<file path="config.mk">
export PLATFORM = sky130hd
export DESIGN_NAME = toggle_activity_monitor_flat
export DESIGN_NICKNAME = d
export VERILOG_FILES = /design/src/rtl/toggle_activity_monitor_pkg.sv /design/src/rtl/toggle_activity_monitor_if.sv /design/src/rtl/popcount_vec.sv /design/src/rtl/toggle_activity_monitor.sv /design/src/flat_wrapper.sv
export SDC_FILE = /design/constraint.sdc
export NUM_CORES = 1
export LEC_CHECK = 0
export CELL_PAD_IN_SITES_DETAIL_PLACEMENT = 0
export CELL_PAD_IN_SITES_GLOBAL_PLACEMENT = 1
export CORE_MARGIN = 2
export CORE_UTILIZATION = 41
export CTS_CLUSTER_DIAMETER = 100
export CTS_CLUSTER_SIZE = 30
export DETAILED_ROUTE_END_ITERATION = 16
export PLACE_DENSITY_LB_ADDON = 0.1
export SLEW_MARGIN = 20
export SYNTH_ARGS = -nofsm -noshare
export SYNTH_HDL_FRONTEND = slang
export SYNTH_HIERARCHICAL = 1
export SYNTH_SLANG_ARGS = --single-unit
</file>
<file path="constraint.sdc">
create_clock -name clk -period 10.7 [get_ports clk]
set_input_delay 1.07 -clock clk [delete_from_list [all_inputs] [get_ports clk]]
set_output_delay 1.07 -clock clk [all_outputs]
set_load 0.01 [all_outputs]
</file>
<file path="src/rtl/toggle_activity_monitor_pkg.sv">
// Shared types and default sizing for the toggle activity monitor.
// The state enum and the default widths live here so the interface, top and popcount agree.
package act_mon_pkg;

    typedef enum logic [1:0] {
        IDLE,
        PRIME,
        ACCUM,
        REPORT
    } state_e;

    localparam int DEF_VEC_W = 66;
    localparam int DEF_ACC_W = 24;
    localparam int DEF_WIN_W = 16;

    // Bits needed to hold a per-interval toggle count in the range 0..vec_w.
    function automatic int cnt_width(input int vec_w);
        return $clog2(vec_w + 1);
    endfunction

endpackage

</file>
<file path="src/rtl/toggle_activity_monitor_if.sv">
// Control, sample and result bundle of the toggle activity monitor.
// The master side drives windows and samples; the slave side is the monitor itself.
interface toggle_activity_monitor_if
    import act_mon_pkg::*;
#(
    parameter int VEC_W = DEF_VEC_W,
    parameter int ACC_W = DEF_ACC_W,
    parameter int WIN_W = DEF_WIN_W
);
    localparam int CNT_W = cnt_width(VEC_W);

    logic             start;
    logic [WIN_W-1:0] window_len;
    logic             in_valid;
    logic [VEC_W-1:0] out_vec;
    logic             busy;
    logic             result_valid;
    logic             result_ready;
    logic [ACC_W-1:0] toggle_total;
    logic [CNT_W-1:0] max_toggles;
    logic [WIN_W-1:0] sample_count;

    modport master (
        output start, window_len, in_valid, out_vec, result_ready,
        input  busy, result_valid, toggle_total, max_toggles, sample_count
    );

    modport slave (
        input  start, window_len, in_valid, out_vec, result_ready,
        output busy, result_valid, toggle_total, max_toggles, sample_count
    );

endinterface

</file>
<file path="src/rtl/popcount_vec.sv">
// Combinational population count of a VEC_W-bit vector.
module popcount_vec
    import act_mon_pkg::*;
#(
    parameter int VEC_W = DEF_VEC_W,
    parameter int CNT_W = cnt_width(VEC_W)
) (
    input  logic [VEC_W-1:0] vec_i,
    output logic [CNT_W-1:0] cnt_o
);

    always_comb begin
        cnt_o = '0;
        for (int i = 0; i < VEC_W; i++) begin
            cnt_o = cnt_o + CNT_W'(vec_i[i]);
        end
    end

endmodule

</file>
<file path="src/rtl/toggle_activity_monitor.sv">
// Measures bit-toggle activity of a netlist output vector over a window of sampled intervals.
// All outputs come straight from flops; out_vec only reaches state through the popcount.
module toggle_activity_monitor
    import act_mon_pkg::*;
#(
    parameter int VEC_W = DEF_VEC_W,
    parameter int ACC_W = DEF_ACC_W,
    parameter int WIN_W = DEF_WIN_W
) (
    input  logic                   clk,
    input  logic                   rst,
    toggle_activity_monitor_if.slave bus
);
    localparam int               CNT_W   = cnt_width(VEC_W);
    localparam logic [ACC_W-1:0] ACC_MAX = '1;

    state_e           state_q;
    logic [VEC_W-1:0] prev_q;
    logic [WIN_W-1:0] len_q;
    logic [ACC_W-1:0] total_q, total_d;
    logic [CNT_W-1:0] max_q, max_d;
    logic [WIN_W-1:0] cnt_q, cnt_d;
    logic             busy_q;
    logic             rvalid_q;

    logic [CNT_W-1:0] pc;
    logic [ACC_W:0]   sum_wide;

    popcount_vec #(
        .VEC_W (VEC_W),
        .CNT_W (CNT_W)
    ) u_popcount (
        .vec_i (bus.out_vec ^ prev_q),
        .cnt_o (pc)
    );

    // One extra carry bit detects overflow so the total clamps instead of wrapping.
    always_comb begin
        sum_wide = {1'b0, total_q} + (ACC_W+1)'(pc);
        total_d  = sum_wide[ACC_W] ? ACC_MAX : sum_wide[ACC_W-1:0];
        max_d    = (pc > max_q) ? pc : max_q;
        cnt_d    = cnt_q + WIN_W'(1);
    end

    always_ff @(posedge clk) begin
        if (rst) begin
            state_q  <= IDLE;
            prev_q   <= '0;
            len_q    <= '0;
            total_q  <= '0;
            max_q    <= '0;
            cnt_q    <= '0;
            busy_q   <= 1'b0;
            rvalid_q <= 1'b0;
        end else begin
            case (state_q)
                IDLE: begin
                    if (bus.start) begin
                        len_q   <= bus.window_len;
                        total_q <= '0;
                        max_q   <= '0;
                        cnt_q   <= '0;
                        if (bus.window_len == '0) begin
                            state_q  <= REPORT;
                            rvalid_q <= 1'b1;
                        end else begin
                            state_q <= PRIME;
                            busy_q  <= 1'b1;
                        end
                    end
                end
                PRIME: begin
                    if (bus.in_valid) begin
                        prev_q  <= bus.out_vec;
                        state_q <= ACCUM;
                    end
                end
                ACCUM: begin
                    if (bus.in_valid) begin
                        prev_q  <= bus.out_vec;
                        total_q <= total_d;
                        max_q   <= max_d;
                        cnt_q   <= cnt_d;
                        if (cnt_d == len_q) begin
                            state_q  <= REPORT;
                            busy_q   <= 1'b0;
                            rvalid_q <= 1'b1;
                        end
                    end
                end
                REPORT: begin
                    // A start arriving with the handshake is dropped, not queued.
                    if (bus.result_ready) begin
                        state_q  <= IDLE;
                        rvalid_q <= 1'b0;
                    end
                end
                default: state_q <= IDLE;
            endcase
        end
    end

    assign bus.busy         = busy_q;
    assign bus.result_valid = rvalid_q;
    assign bus.toggle_total = total_q;
    assign bus.max_toggles  = max_q;
    assign bus.sample_count = cnt_q;

endmodule

</file>
<file path="src/flat_wrapper.sv">
// flat-port wrapper written by rule: the top's interface ports become plain ports
module toggle_activity_monitor_flat import act_mon_pkg::*;
#(
    parameter int VEC_W = DEF_VEC_W,
    parameter int ACC_W = DEF_ACC_W,
    parameter int WIN_W = DEF_WIN_W
)
  (clk, rst, bus_start, bus_window_len, bus_in_valid, bus_out_vec, bus_result_ready, bus_busy, bus_result_valid, bus_toggle_total, bus_max_toggles, bus_sample_count);
  toggle_activity_monitor_if #(.VEC_W(VEC_W), .ACC_W(ACC_W), .WIN_W(WIN_W)) bus_i ();
  input  logic clk;
  input  logic rst;
  input wire logic [$bits(bus_i.start)-1:0] bus_start;
  input wire logic [$bits(bus_i.window_len)-1:0] bus_window_len;
  input wire logic [$bits(bus_i.in_valid)-1:0] bus_in_valid;
  input wire logic [$bits(bus_i.out_vec)-1:0] bus_out_vec;
  input wire logic [$bits(bus_i.result_ready)-1:0] bus_result_ready;
  output wire logic [$bits(bus_i.busy)-1:0] bus_busy;
  output wire logic [$bits(bus_i.result_valid)-1:0] bus_result_valid;
  output wire logic [$bits(bus_i.toggle_total)-1:0] bus_toggle_total;
  output wire logic [$bits(bus_i.max_toggles)-1:0] bus_max_toggles;
  output wire logic [$bits(bus_i.sample_count)-1:0] bus_sample_count;
  assign bus_i.start = bus_start;
  assign bus_i.window_len = bus_window_len;
  assign bus_i.in_valid = bus_in_valid;
  assign bus_i.out_vec = bus_out_vec;
  assign bus_i.result_ready = bus_result_ready;
  assign bus_busy = bus_i.busy;
  assign bus_result_valid = bus_i.result_valid;
  assign bus_toggle_total = bus_i.toggle_total;
  assign bus_max_toggles = bus_i.max_toggles;
  assign bus_sample_count = bus_i.sample_count;
  toggle_activity_monitor #(.VEC_W(VEC_W), .ACC_W(ACC_W), .WIN_W(WIN_W)) u_core (.clk(clk), .rst(rst), .bus(bus_i));
endmodule
</file>
# [Word level (Yosys, flattened, before mapping)]
# Cells that the tools add are included.
# Widths: inputs -> output; s select.
[word_totals] regBits=133 latch_bits=0 ram_bits=0 rom_bits=0 output_inout_bits=49 elab_cells=130 mem_count=0
[op_classes] addsub=67 multipliers=0 div=0 order_cmp=1 eq_ne=12 n_shift=0 muxes=29 bitwise=1 n_reduce_logical=12
[ops] cell="$add 7x1->7" n=59
[ops] cell="$mux 24" n=3
[ops] cell="$xor 66x66->66" n=1
[ops] cell="$pmux 24 s2" n=1
[ops] cell="$mux 16" n=2
[ops] cell="$pmux 16 s2" n=1
[ops] cell="$add 24x7->25" n=1
[ops] cell="$mux 7" n=3
[ops] cell="$add 16x1->16 const B" n=1
[ops] cell="$eq 16x16->1" n=1
[ops] cell="$logic_not 16->1" n=1
[ops] cell="$pmux 7 s2" n=1
[ops] cell="$mux 2" n=6
[ops] cell="$ne 2x2->1 const B" n=5
[ops] cell="$reduce_and 5->1" n=2
[ops] cell="$mux 1" n=9
[ops] cell="$pmux 2 s4" n=1
[ops] cell="$add 6x1->7" n=1
[ops] cell="$gt 7x7->1" n=1
[ops] cell="$add 5x1->6" n=1
[ops] cell="$ne 2x1->1 const B" n=3
[ops] cell="$reduce_and 6->1" n=1
[ops] cell="$add 4x1->5" n=1
[ops] cell="$add 3x1->4" n=1
[ops] cell="13 further kinds" n=15

# [Depth between registers and ports, before layout]
# Gate-level depths: netlist of the first run.
[logic_depth] word_depth=70 depth_mapped=34

# [Modules after synthesis]
# Netlist of the first run, hierarchy kept.
[modules_own_cells] module="toggle_activity_monitor" n_inst=1 cells_each=891 area_each_um2=6862.8 seq_area_each_um2=2662.6
[modules_own_cells] module="popcount_vec" n_inst=1 cells_each=176 area_each_um2=1780.5 seq_area_each_um2=0.0

# [Least setup slack after synthesis of the first run]
# Ideal clock, no wire load.
[synth_path] path_type="input-to-reg" from="input bus_out_vec[53]" to="register u_core.total_q[21], in the netlist u_core/bus.toggle_total[21]" setup_time_ns=0.070 arrival_time_ns=8.198 setup_slack_ns=2.432 stages=34 n_path_buf=1 cell_sequence="xor2_1 -> inv_1 -> fa_1 -> inv_1 -> fa_1 -> inv_1 -> fa_1 -> inv_1 -> fa_1 -> inv_1 -> fa_1 -> inv_1 -> fa_1 -> fa_1 -> inv_1 -> fa_1 -> inv_1 -> ha_1 -> inv_1 -> fa_1 -> nor2b_4 -> o31a_2 -> o21ai_2 -> nand2b_1 -> ha_1 -> o21ai_0 -> nand2b_1 -> nand3_1 -> a21oi_1 -> nand3_1 -> nor2_1 -> clkbuf_1 -> a21oi_1 -> o2bb2ai_1"
[synth_between] elab_chain_len=18
[synth_lines] element="start: declaration" line_no="flat_wrapper.sv:15" rtl="input wire logic [$bits(bus_i.out_vec)-1:0] bus_out_vec;"
[synth_lines] element="$xor 66x66->66" line_no="toggle_activity_monitor.sv:33" rtl=".vec_i (bus.out_vec ^ prev_q),"
[synth_lines] element="$add 7x1->7 (13 in a row)" line_no="popcount_vec.sv:15" rtl="cnt_o = cnt_o + CNT_W'(vec_i[i]);"
[synth_lines] element="$add 24x7->25" line_no="toggle_activity_monitor.sv:39" rtl="sum_wide = {1'b0, total_q} + (ACC_W+1)'(pc);"
[synth_lines] element="$mux 24" line_no="toggle_activity_monitor.sv:40" rtl="total_d = sum_wide[ACC_W] ? ACC_MAX : sum_wide[ACC_W-1:0];"
[synth_lines] element="$mux 24" line_no="toggle_activity_monitor.sv:79" rtl="if (bus.in_valid) begin"
[synth_lines] element="$pmux 24 s2" line_no="toggle_activity_monitor.sv:56" rtl="case (state_q)"
[synth_lines] element="end signal: assignment" line_no="toggle_activity_monitor.sv:81" rtl="total_q <= total_d;"
[synth_lines] element="end: declaration" line_no="toggle_activity_monitor.sv:20" rtl="logic [ACC_W-1:0] total_q, total_d;"
# Every way passes these cells. The select of a mux whose other input is x is not followed.
# A chain may end at the register's enable or synchronous reset.

# [Final worst setup path of the first run]
[layout_path] from="input bus_out_vec[47]" to="register u_core.total_q[21], in the netlist u_core/bus.toggle_total[21]"
[layout_between] elab_chain_len=24
[layout_lines] element="$xor 66x66->66" line_no="toggle_activity_monitor.sv:33"
[layout_lines] element="$add 7x1->7 (19 in a row)" line_no="popcount_vec.sv:15"
[layout_lines] element="$add 24x7->25" line_no="toggle_activity_monitor.sv:39"
[layout_lines] element="$mux 24" line_no="toggle_activity_monitor.sv:40"
[layout_lines] element="$mux 24" line_no="toggle_activity_monitor.sv:79"
[layout_lines] element="$pmux 24 s2" line_no="toggle_activity_monitor.sv:56"
# Every way passes these cells. The select of a mux whose other input is x is not followed.

==> flow_summary_export.csv, run 1 <==
group,metric,value,unit
status,outcome,"completed",
cells_and_area,multiInputGateArea,5349,um2
floorplanning,num_io_pins,136,
floorplanning,die_h,149.2,um
flow_run,max_cap_violations,0,
yosys,synth_top_area_share,30.80,%
yosys,synthArstFlopShare,0,%
timing,setup-violations-final,0,
drt,vias_per_cell,4.972,
clock_tree,cts_sinks,133,
clock_tree,cts_setup_buffers,0,
cells_and_area,drive_gt1_share,4.622,%
worst_setup_path,crit_top_cell,"fa_1",
global_route,grt_pass1_wl,35.19,mm
floorplanning,coreArea,20820,um2
worst_setup_path,cp.arrival,9.08,ns
timing,skew,0.01162,ns
worst_setup_path,crit_buf_inv,7,
yosys,ys_ff_latch,133,
global_route,grt_max_degree,77,
drt,wl_per_cell,14.85,um
clock_tree,hold_buffers,0,
cells_and_area,antenna_cells,0,
yosys,avgSynthCellArea,8.101,um2
clock_tree,post_cts_resized,0,
cells_and_area,final_area,10780,um2
min_path,whs_path_depth,2,
yosys,synth_fp_nets,1246,
timing,worst_slew_pin_slew,0.9989,ns
yosys,yosysUniqueCellTypes,63,
cells_and_area,syn_to_final_growth,24.67,%
placement,place_area,10190,um2
global_route,grt_pass1_vias,6798,
global_route,overflow,0,
yosys,synth_ff_type,"dfxtp_1",
worst_setup_path,r2r_cells,28,
floorplanning,die-area,22260,um2
cells_and_area,post-route-util,51.75,%
worst_setup_path,cp_slowest_cell,"fa_1",
timing,post-route-period-util,82.12,%
yosys,synth_cells,1067,
yosys,yosys_warnings,6,
yosys,synth_edf_count,0,
yosys,synth_largest_area_cell,"dfxtp_1",
timing,max_freq,113.8,MHz
floorplanning,start_util,41.51,%
cells_and_area,fillers,2070,
clock_tree,clk_latency,0.42,ns
clock_tree,cts_tree,"built",
cells_and_area,final_net_count,1356,
timing,hold_violations,0,
worst_setup_path,slowest_delay,0.60,ns
drt,drc,0,
worst_setup_path,crit_required,11.00,ns
floorplanning,num_rows,53,
placement,gp_congestion,0.8001,
worst_setup_path,worst-path-max-fanout,8,
yosys,syn-cell-area,8643,um2
drt,drt_first_pass_iters,5,
global_route,grt_usage,19.92,%
timing,slew_violations,0,
worst_setup_path,worstSetupStartpointType,"primary input",
clock_tree,root_buffer,"clkbuf_16",
clock_tree,path_clk_slew,0.06,ns
floorplanning,dieWidth,149.2,um
drt,vias,7284,
clock_tree,cts_max_level,4,
worst_setup_path,crit_cells,29,
timing,timing.final.crit_period,8.786,ns
timing,max-slew-margin-rel,33.41,%
clock_tree,numCtsBuffers,17,
worst_setup_path,cp_top_family,"adder cells",
yosys,ys_seq_area_share,30.80,%
yosys,synthTopCellsByArea,"dfxtp_1 (31%), fa_1 (13%), nand2_1 (9.1%), xor2_1 (7.4%), a21oi_1 (7.2%)",
timing,finalSetupTns,0,ns
placement,hpwl,15.65,mm
worst_setup_path,worstSetupPathType,"in -> reg",
global_route,grt_antenna_before_repair,0,
timing,rsz0062_at_grt,"no",
min_path,hold_class,"reg -> reg",
drt,initialDrtViolationCount,341,
drt,antenna_left,0,
cells_and_area,seq_area,2663,um2
placement,port_buffers,135,
drt,wl,21.76,mm
worst_setup_path,crit_path_end_kind,"register",
clock_tree,ctsLongestPathBuffers,2,
==> worst register-to-register path: cells and delay by family, from the launching register on <==
kind	cells	cell delay (ns)
compound gates	7	1.44
simple gates	3	0.59
flops	1	0.34
buf+inv	6	0.36
fa+ha+maj	10	4.70
xor+xnor	2	0.44
==> per-layer routing <==
layer	global-route usage, %	routed length, um
met1	28.96	10890
met4	5.619	184
met5	0	0
met2	30.21	9807
met3	3.761	875
==> flip-flops by register name, summed over array words and instances (netlist names) <==
name and count:
u_core/len_q 16, u_core/bus.toggle_total 24, u_core/state_q 2, u_core/prev_q 66, u_core/bus.result_valid 1, u_core/bus.busy 1
u_core/bus.sample_count 16, u_core/bus.max_toggles 7
==> synth_stat cells (3+ instances only) <==
master,number
o21ai_0,60
dfxtp_1,133
a22oi_1,3
buf_2,9
and2_1,6
o21a_1,6
nor2b_1,9
xnor2_1,18
xor2_1,73
buf_1,5
nand3_1,20
or3_1,3
a31oi_1,11
fa_1,57
a21o_1,7
a311oi_1,5
nand4_1,4
nor3_1,14
and4_1,6
a21oi_1,124
inv_1,118
nor2_1,30
nand2b_1,5
and3_1,7
nand2_1,210
mux2i_1,3
o211ai_1,3
ha_1,35
clkbuf_1,36
nor4_1,7
==> layout make-up <==
cell class	count	area share [%]
repair buffers	141	12.94
clock buffers	18	3.983
well taps	275	3.193
multi-input cells	766	49.64
flip-flops and latches	133	24.71
inverters	118	4.111
clock inverters	14	1.428
==> worst paths after layout <==
kind                                    from                           to  slack, ns
setup / recovery             bus_out_vec[47]  u_core/bus.toggle_total[21]       1.91
hold / removal    u_core/bus.toggle_total[2]   u_core/bus.toggle_total[2]       0.46
setup reg to reg           u_core/prev_q[47]  u_core/bus.toggle_total[21]       2.71
hold reg to reg   u_core/bus.toggle_total[2]   u_core/bus.toggle_total[2]       0.46
==> cells in the final DEF (no fill, tap or decap), types with 29 or more instances in the layout <==
cell             count
dfxtp_1            133
inv_1              118
nand2_1            209
ha_1                35
nor2_1              29
xor2_1              73
fa_1                57
o21ai_0             60
a21oi_1            123
clkdlybuf4s50_1    134
==> logic make-up (layout without fill, tap and decap cells) <==
group / Yosys count / count (layout) / share of synthesized area, %
DFF: 133 / 133 / 30.80
muxes: 3 / 3 / 0.3474
buffers and inverters: 168 / 291 / 7.426
AOI/OAI and AO/OA: 245 / 245 / 16.31
and+or+nand+nor: 335 / 335 / 17.62
xor gates and xnor gates: 91 / 91 / 9.221
adders and majority gates: 92 / 92 / 18.27
==> metrics by stage <==
stage,std cells,hold slack (ns),worst slack [ns]
after global placement,1433,0.4530,1.582
after global routing,1465,0.4784,1.429
after detailed placement,1433,0.4590,1.519
after CTS,1465,0.4670,1.938
after floorplan,1067,0.4363,2.432
final,1465,0.4633,1.914
Power of run 1 is left out: the tool's default activity adds up to more than one toggle a clock period on the data nets, which glitch-free logic cannot reach.
==> inputs of run 2 (changes only) <==
CORE_UTILIZATION = 37   (was 41)
clock period = 7.5 ns   (was 10.7 ns; I/O delays follow)
==> run 2 against run 1 <==
Effect of this change:
- the flow now finishes with violations (negative setup slack)
- sequential cell count did not move
- critical path depth rose by 1
- die area rose by 11%
- highest routed layer unchanged
- cell count rose by 5.6%
- routed wire length rose by 5.4%
- worst hold slack improved by 0.0013 ns
- critical endpoint is now u_core/bus.toggle_total[10]
- utilization fell by 1.1 points
- worst setup slack got worse by 1.9 ns
==> flow_summary_export.csv, run 2 (synthesis results as in run 1) <==
group,metric,value,unit
status,outcome,"complete, but fails checks",
status,violations,"negative setup slack",
timing,rsz0062_at_grt,"yes",
placement,pre_cts_slack,-0.8186,ns
timing,skew,0.01564,ns
global_route,overflow,0,
floorplanning,die_h,156.8,um
drt,wl_per_cell,14.83,um
drt,drc,0,
floorplanning,num_io_pins,136,
cells_and_area,top_register,"u_core/prev_q",
clock_tree,cts_tree,"built",
floorplanning,die-area,24600,um2
worst_setup_path,crit_path_end_kind,"register",
global_route,grt_usage,18.77,%
cells_and_area,antenna_cells,0,
drt,vias,7424,
timing,max-slew-margin-rel,28.24,%
clock_tree,ctsLongestPathBuffers,2,
cells_and_area,syn_to_final_growth,33.58,%
cells_and_area,largest_register_ffs,66,
floorplanning,num_rows,55,
timing,worst_slew_pin_slew,1.075,ns
clock_tree,cts_max_level,4,
cells_and_area,final_common_cell,"nand2_1",
timing,slew_violations,0,
cells_and_area,final_cell_mix,"nand2_1 (209), dfxtp_1 (133), a21oi_1 (118)",
timing,post-route-period-util,100.1,%
min_path,hold_class,"reg -> reg",
clock_tree,clk_latency,0.43,ns
clock_tree,cts_sinks,133,
worst_setup_path,worst-path-max-fanout,7,
cells_and_area,drive_gt1_share,14.18,%
worst_setup_path,worstSetupStartpointType,"primary input",
timing,setup-violations-final,1,
timing,max_freq,133.2,MHz
drt,antenna_left,0,
worst_setup_path,crit_top_cell,"fa_1",
clock_tree,hold_buffers,0,
clock_tree,numCtsBuffers,17,
cells_and_area,final_net_count,1400,
floorplanning,start_util,37.95,%
drt,wl,22.94,mm
global_route,grt_max_degree,83,
worst_setup_path,cp.arrival,7.80,ns
placement,place_inst,1502,
placement,place_area,10520,um2
worst_setup_path,cp_slowest_cell,"fa_2",
global_route,grt_antenna_before_repair,0,
cells_and_area,final_area,11550,um2
clock_tree,root_buffer,"clkbuf_16",
drt,initialDrtViolationCount,419,
worst_setup_path,slowest_delay,0.54,ns
drt,vias_per_cell,4.799,
placement,gp_congestion,0.8137,
worst_setup_path,crit_required,7.80,ns
timing,timing.final.crit_period,7.506,ns
timing,hold_violations,0,
clock_tree,path_clk_slew,0.06,ns
cells_and_area,finalNonFillerCells,1547,
floorplanning,dieWidth,156.8,um
drt,drt_first_pass_iters,4,
floorplanning,coreArea,22780,um2
global_route,grt_pass1_vias,6876,
flow_run,max_cap_violations,0,
worst_setup_path,worstSetupPathType,"in -> reg",
timing,fin_ws,-0.005529,ns
placement,port_buffers,135,
global_route,grt_pass1_wl,36.27,mm
placement,hpwl,16.45,mm
==> run 2: metrics by stage <==
stage               util (%)  setup TNS [ns]  hold WS, ns
finish                 50.69       -0.005529       0.4646
global route           50.69          -4.660       0.4803
CTS                    49.11       -0.008338       0.4665
detailed placement     46.17          -23.68       0.4583
global placement       46.17          -21.28       0.4531
floorplan                  -         -0.4384       0.4363
==> run 2: path summary, 6_finish.rpt <==
path	startpoint	to	slack, ns	cells after the start
hold / removal	u_core/prev_q[3]	u_core/prev_q[3]	0.46	2
hold reg to reg	u_core/prev_q[3]	u_core/prev_q[3]	0.46	2
setup / recovery	bus_out_vec[23]	u_core/bus.toggle_total[10]	-0.006	30
setup reg to reg	u_core/prev_q[53]	u_core/bus.toggle_total[10]	0.11	33
==> run 2: what timing repair did <==
action	in CTS	in global routing
buffers inserted	2	9
endpoints found under the setup margin	31	31
cloned	0	2
resized for setup	53	98
pin swaps	49	54
==> run 2: layout make-up <==
class | instances | area [um2]
clock buffer | 20 | 446.7
clock inverter | 12 | 155.1
timing repair buffer | 185 | 1717
multi-input combinational | 766 | 5731
tap | 313 | 391.6
inverter | 118 | 442.9
sequential | 133 | 2663
fill | 2220 | 11230
==> run 2: layer usage <==
metal	GRT usage [%]	vias up	wire length (um)
met5	0	-	0
met4	5.461	0	295
met3	4.043	19	1148
met2	27.40	159	10010
met1	27.63	3452	11480
li1	-	3794	-
==> run 2: worst max-delay path, delay by kind of cell <==
kind            cells  cell delay, ns
xor+xnor            2            0.29
buf+inv             9            0.97
compound gates      5            0.71
fa+ha+maj          11            4.75
simple gates        3            0.30
Power of run 2 is left out for the same reason.
==> inputs of run 3 (changes only) <==
==> constraint.sdc (replaced) <==
create_clock -name clk -period 7.5 [get_ports clk]
set_input_delay 0.75 -clock clk [delete_from_list [all_inputs] [get_ports clk]]
set_output_delay 0.75 -clock clk [all_outputs]
set_load 0.005 [all_outputs]
==> run 3 against run 2 <==
Effect of this change:
- the flow still finishes with violations (negative setup slack)
- register-to-register slack got worse by 0.09 ns
- worst setup slack got worse by 0.021 ns
- first-iteration DRC count fell by 15%
- utilization fell by 0.58 points
- maximum frequency fell by 0.27%
- sequential cell count did not move
- global-route usage rose by 0.55 points
- clock-buffer cell count fell by 2
==> flow_summary_export.csv, run 3 (synthesis results as in run 1) <==
group,metric,value,unit
global_route,grt_pass1_vias,7162,
timing,max-slew-margin-rel,30.37,%
cells_and_area,drive_gt1_share,12.95,%
drt,vias_per_cell,4.838,
drt,initialDrtViolationCount,357,
worst_setup_path,worst-path-max-fanout,6,
timing,timing.hold.ws,0.4646,ns
drt,drt_first_pass_iters,5,
placement,hpwl,16.35,mm
timing,setup-violations-final,6,
cells_and_area,antenna_cells,0,
global_route,grt_pass1_wl,37.40,mm
worst_setup_path,worstSetupPathType,"in -> reg",
drt,vias,7456,
cells_and_area,final_net_count,1394,
clock_tree,hold_buffers,0,
worst_setup_path,cp.arrival,7.87,ns
clock_tree,ctsLongestPathBuffers,2,
drt,antenna_left,0,
status,violations,"negative setup slack",
floorplanning,die-area,24600,um2
drt,drc,0,
status,outcome,"complete, but fails checks",
cells_and_area,largest_register_ffs,66,
floorplanning,die_h,156.8,um
worst_setup_path,cp_slowest_cell,"fa_1",
cells_and_area,final_common_cell,"nand2_1",
min_path,hold_class,"reg -> reg",
worst_setup_path,crit_required,7.84,ns
floorplanning,dieWidth,156.8,um
drt,wl_per_cell,14.95,um
placement,gp_congestion,0.8225,
clock_tree,clk_latency,0.43,ns
clock_tree,numCtsBuffers,17,
timing,rsz0062_at_grt,"yes",
clock_tree,cts_tree,"built",
global_route,grt_antenna_before_repair,0,
timing,hold_violations,0,
clock_tree,cts_sinks,133,
floorplanning,num_rows,55,
drt,wl,23.04,mm
timing,post-route-period-util,100.3,%
timing,max_freq,132.9,MHz
worst_setup_path,slowest_delay,0.56,ns
timing,skew,0.01035,ns
clock_tree,path_clk_slew,0.06,ns
cells_and_area,syn_to_final_growth,32.05,%
worst_setup_path,crit_top_cell,"fa_1",
floorplanning,num_io_pins,136,
global_route,overflow,0,
worst_setup_path,worstSetupStartpointType,"primary input",
flow_run,max_cap_violations,0,
floorplanning,coreArea,22780,um2
timing,timing.final.crit_period,7.526,ns
timing,fin_ws,-0.02612,ns
floorplanning,start_util,37.95,%
cells_and_area,final_cell_mix,"nand2_1 (209), dfxtp_1 (133), a21oi_1 (117)",
worst_setup_path,crit_path_end_kind,"register",
clock_tree,root_buffer,"clkbuf_16",
placement,port_buffers,135,
cells_and_area,top_register,"u_core/prev_q",
global_route,grt_max_degree,88,
timing,slew_violations,0,
global_route,grt_usage,19.32,%
clock_tree,cts_max_level,4,
timing,worst_slew_pin_slew,1.044,ns
-- run 3: cell count changes in the layout (fill, tap and decap cells not counted), sizes merged, moves of 2 or more --
cell	before	now
clkinvlp	2	4
clkbuf	29	21
dlygate4sd2	20	25
buf	52	48
clkinv	7	4
inv	118	122
-- run 3: cell type report --
| cell class | instances | area (um2) |
|---|---|---|
| well taps | 313 | 391.6 |
| fillers | 2236 | 11360 |
| flip-flops and latches | 133 | 2663 |
| clock buffers | 18 | 429.2 |
| repair buffers | 179 | 1683 |
| multi-input cells | 766 | 5652 |
| inverters | 118 | 442.9 |
| clock inverters | 14 | 152.6 |
-- run 3: worst paths after layout --
kind,startpoint,slack [ns],cells after the start,endpoint
worst max-delay path,bus_out_vec[47],-0.03,35,u_core/bus.toggle_total[1]
worst min-delay path,u_core/prev_q[57],0.46,2,u_core/prev_q[57]
worst max register to register,u_core/prev_q[47],0.02,34,u_core/bus.toggle_total[1]
worst min register to register,u_core/prev_q[57],0.46,2,u_core/prev_q[57]
-- run 3: per-stage QoR --
| stage | instance area (um2) | cells | setup TNS (ns) | utilization [%] | setup WS [ns] |
|---|---|---|---|---|---|
| 3_3_place_gp | 10510 | 1501 | -21.42 | 46.14 | -0.7506 |
| 2_1_floorplan | 8707 | 1067 | -0.3154 | - | -0.05385 |
| 4_1_cts | 11230 | 1540 | 0 | 49.28 | 0.001029 |
| 3_5_place_dp | 10510 | 1501 | -23.06 | 46.14 | -0.8217 |
| 6_report | 11410 | 1541 | -0.07865 | 50.11 | -0.02612 |
| 5_1_grt | 11410 | 1541 | -7.129 | 50.11 | -0.3528 |
-- run 3: per-layer routing --
metal / up-vias / part of all wire, % / track usage (%)
met5: - / 0 / 0
met1: 3513 / 50 / 27.89
met4: 0 / 0.98 / 5.155
met2: 127 / 45 / 29.99
li1: 3801 / - / -
met3: 15 / 3.3 / 2.991
-- run 3: critical path, delay by kind of cell --
| family | cells | cell delay, ns |
|---|---|---|
| xor gates and xnor gates | 1 | 0.11 |
| adders and majority gates | 11 | 4.82 |
| and+or+nand+nor | 6 | 0.64 |
| buffers and inverters | 11 | 0.69 |
| AOI/OAI and AO/OA | 6 | 0.85 |
-- run 3: timing repair --
item                                    4_1_cts  5_1_grt
endpoints found under the setup margin       31       31
pin swaps                                    50       40
gates resized for setup                      69       64
hold endpoints to repair                      0        0
buffers inserted                              7        2
Power of run 3 is left out for the same reason.
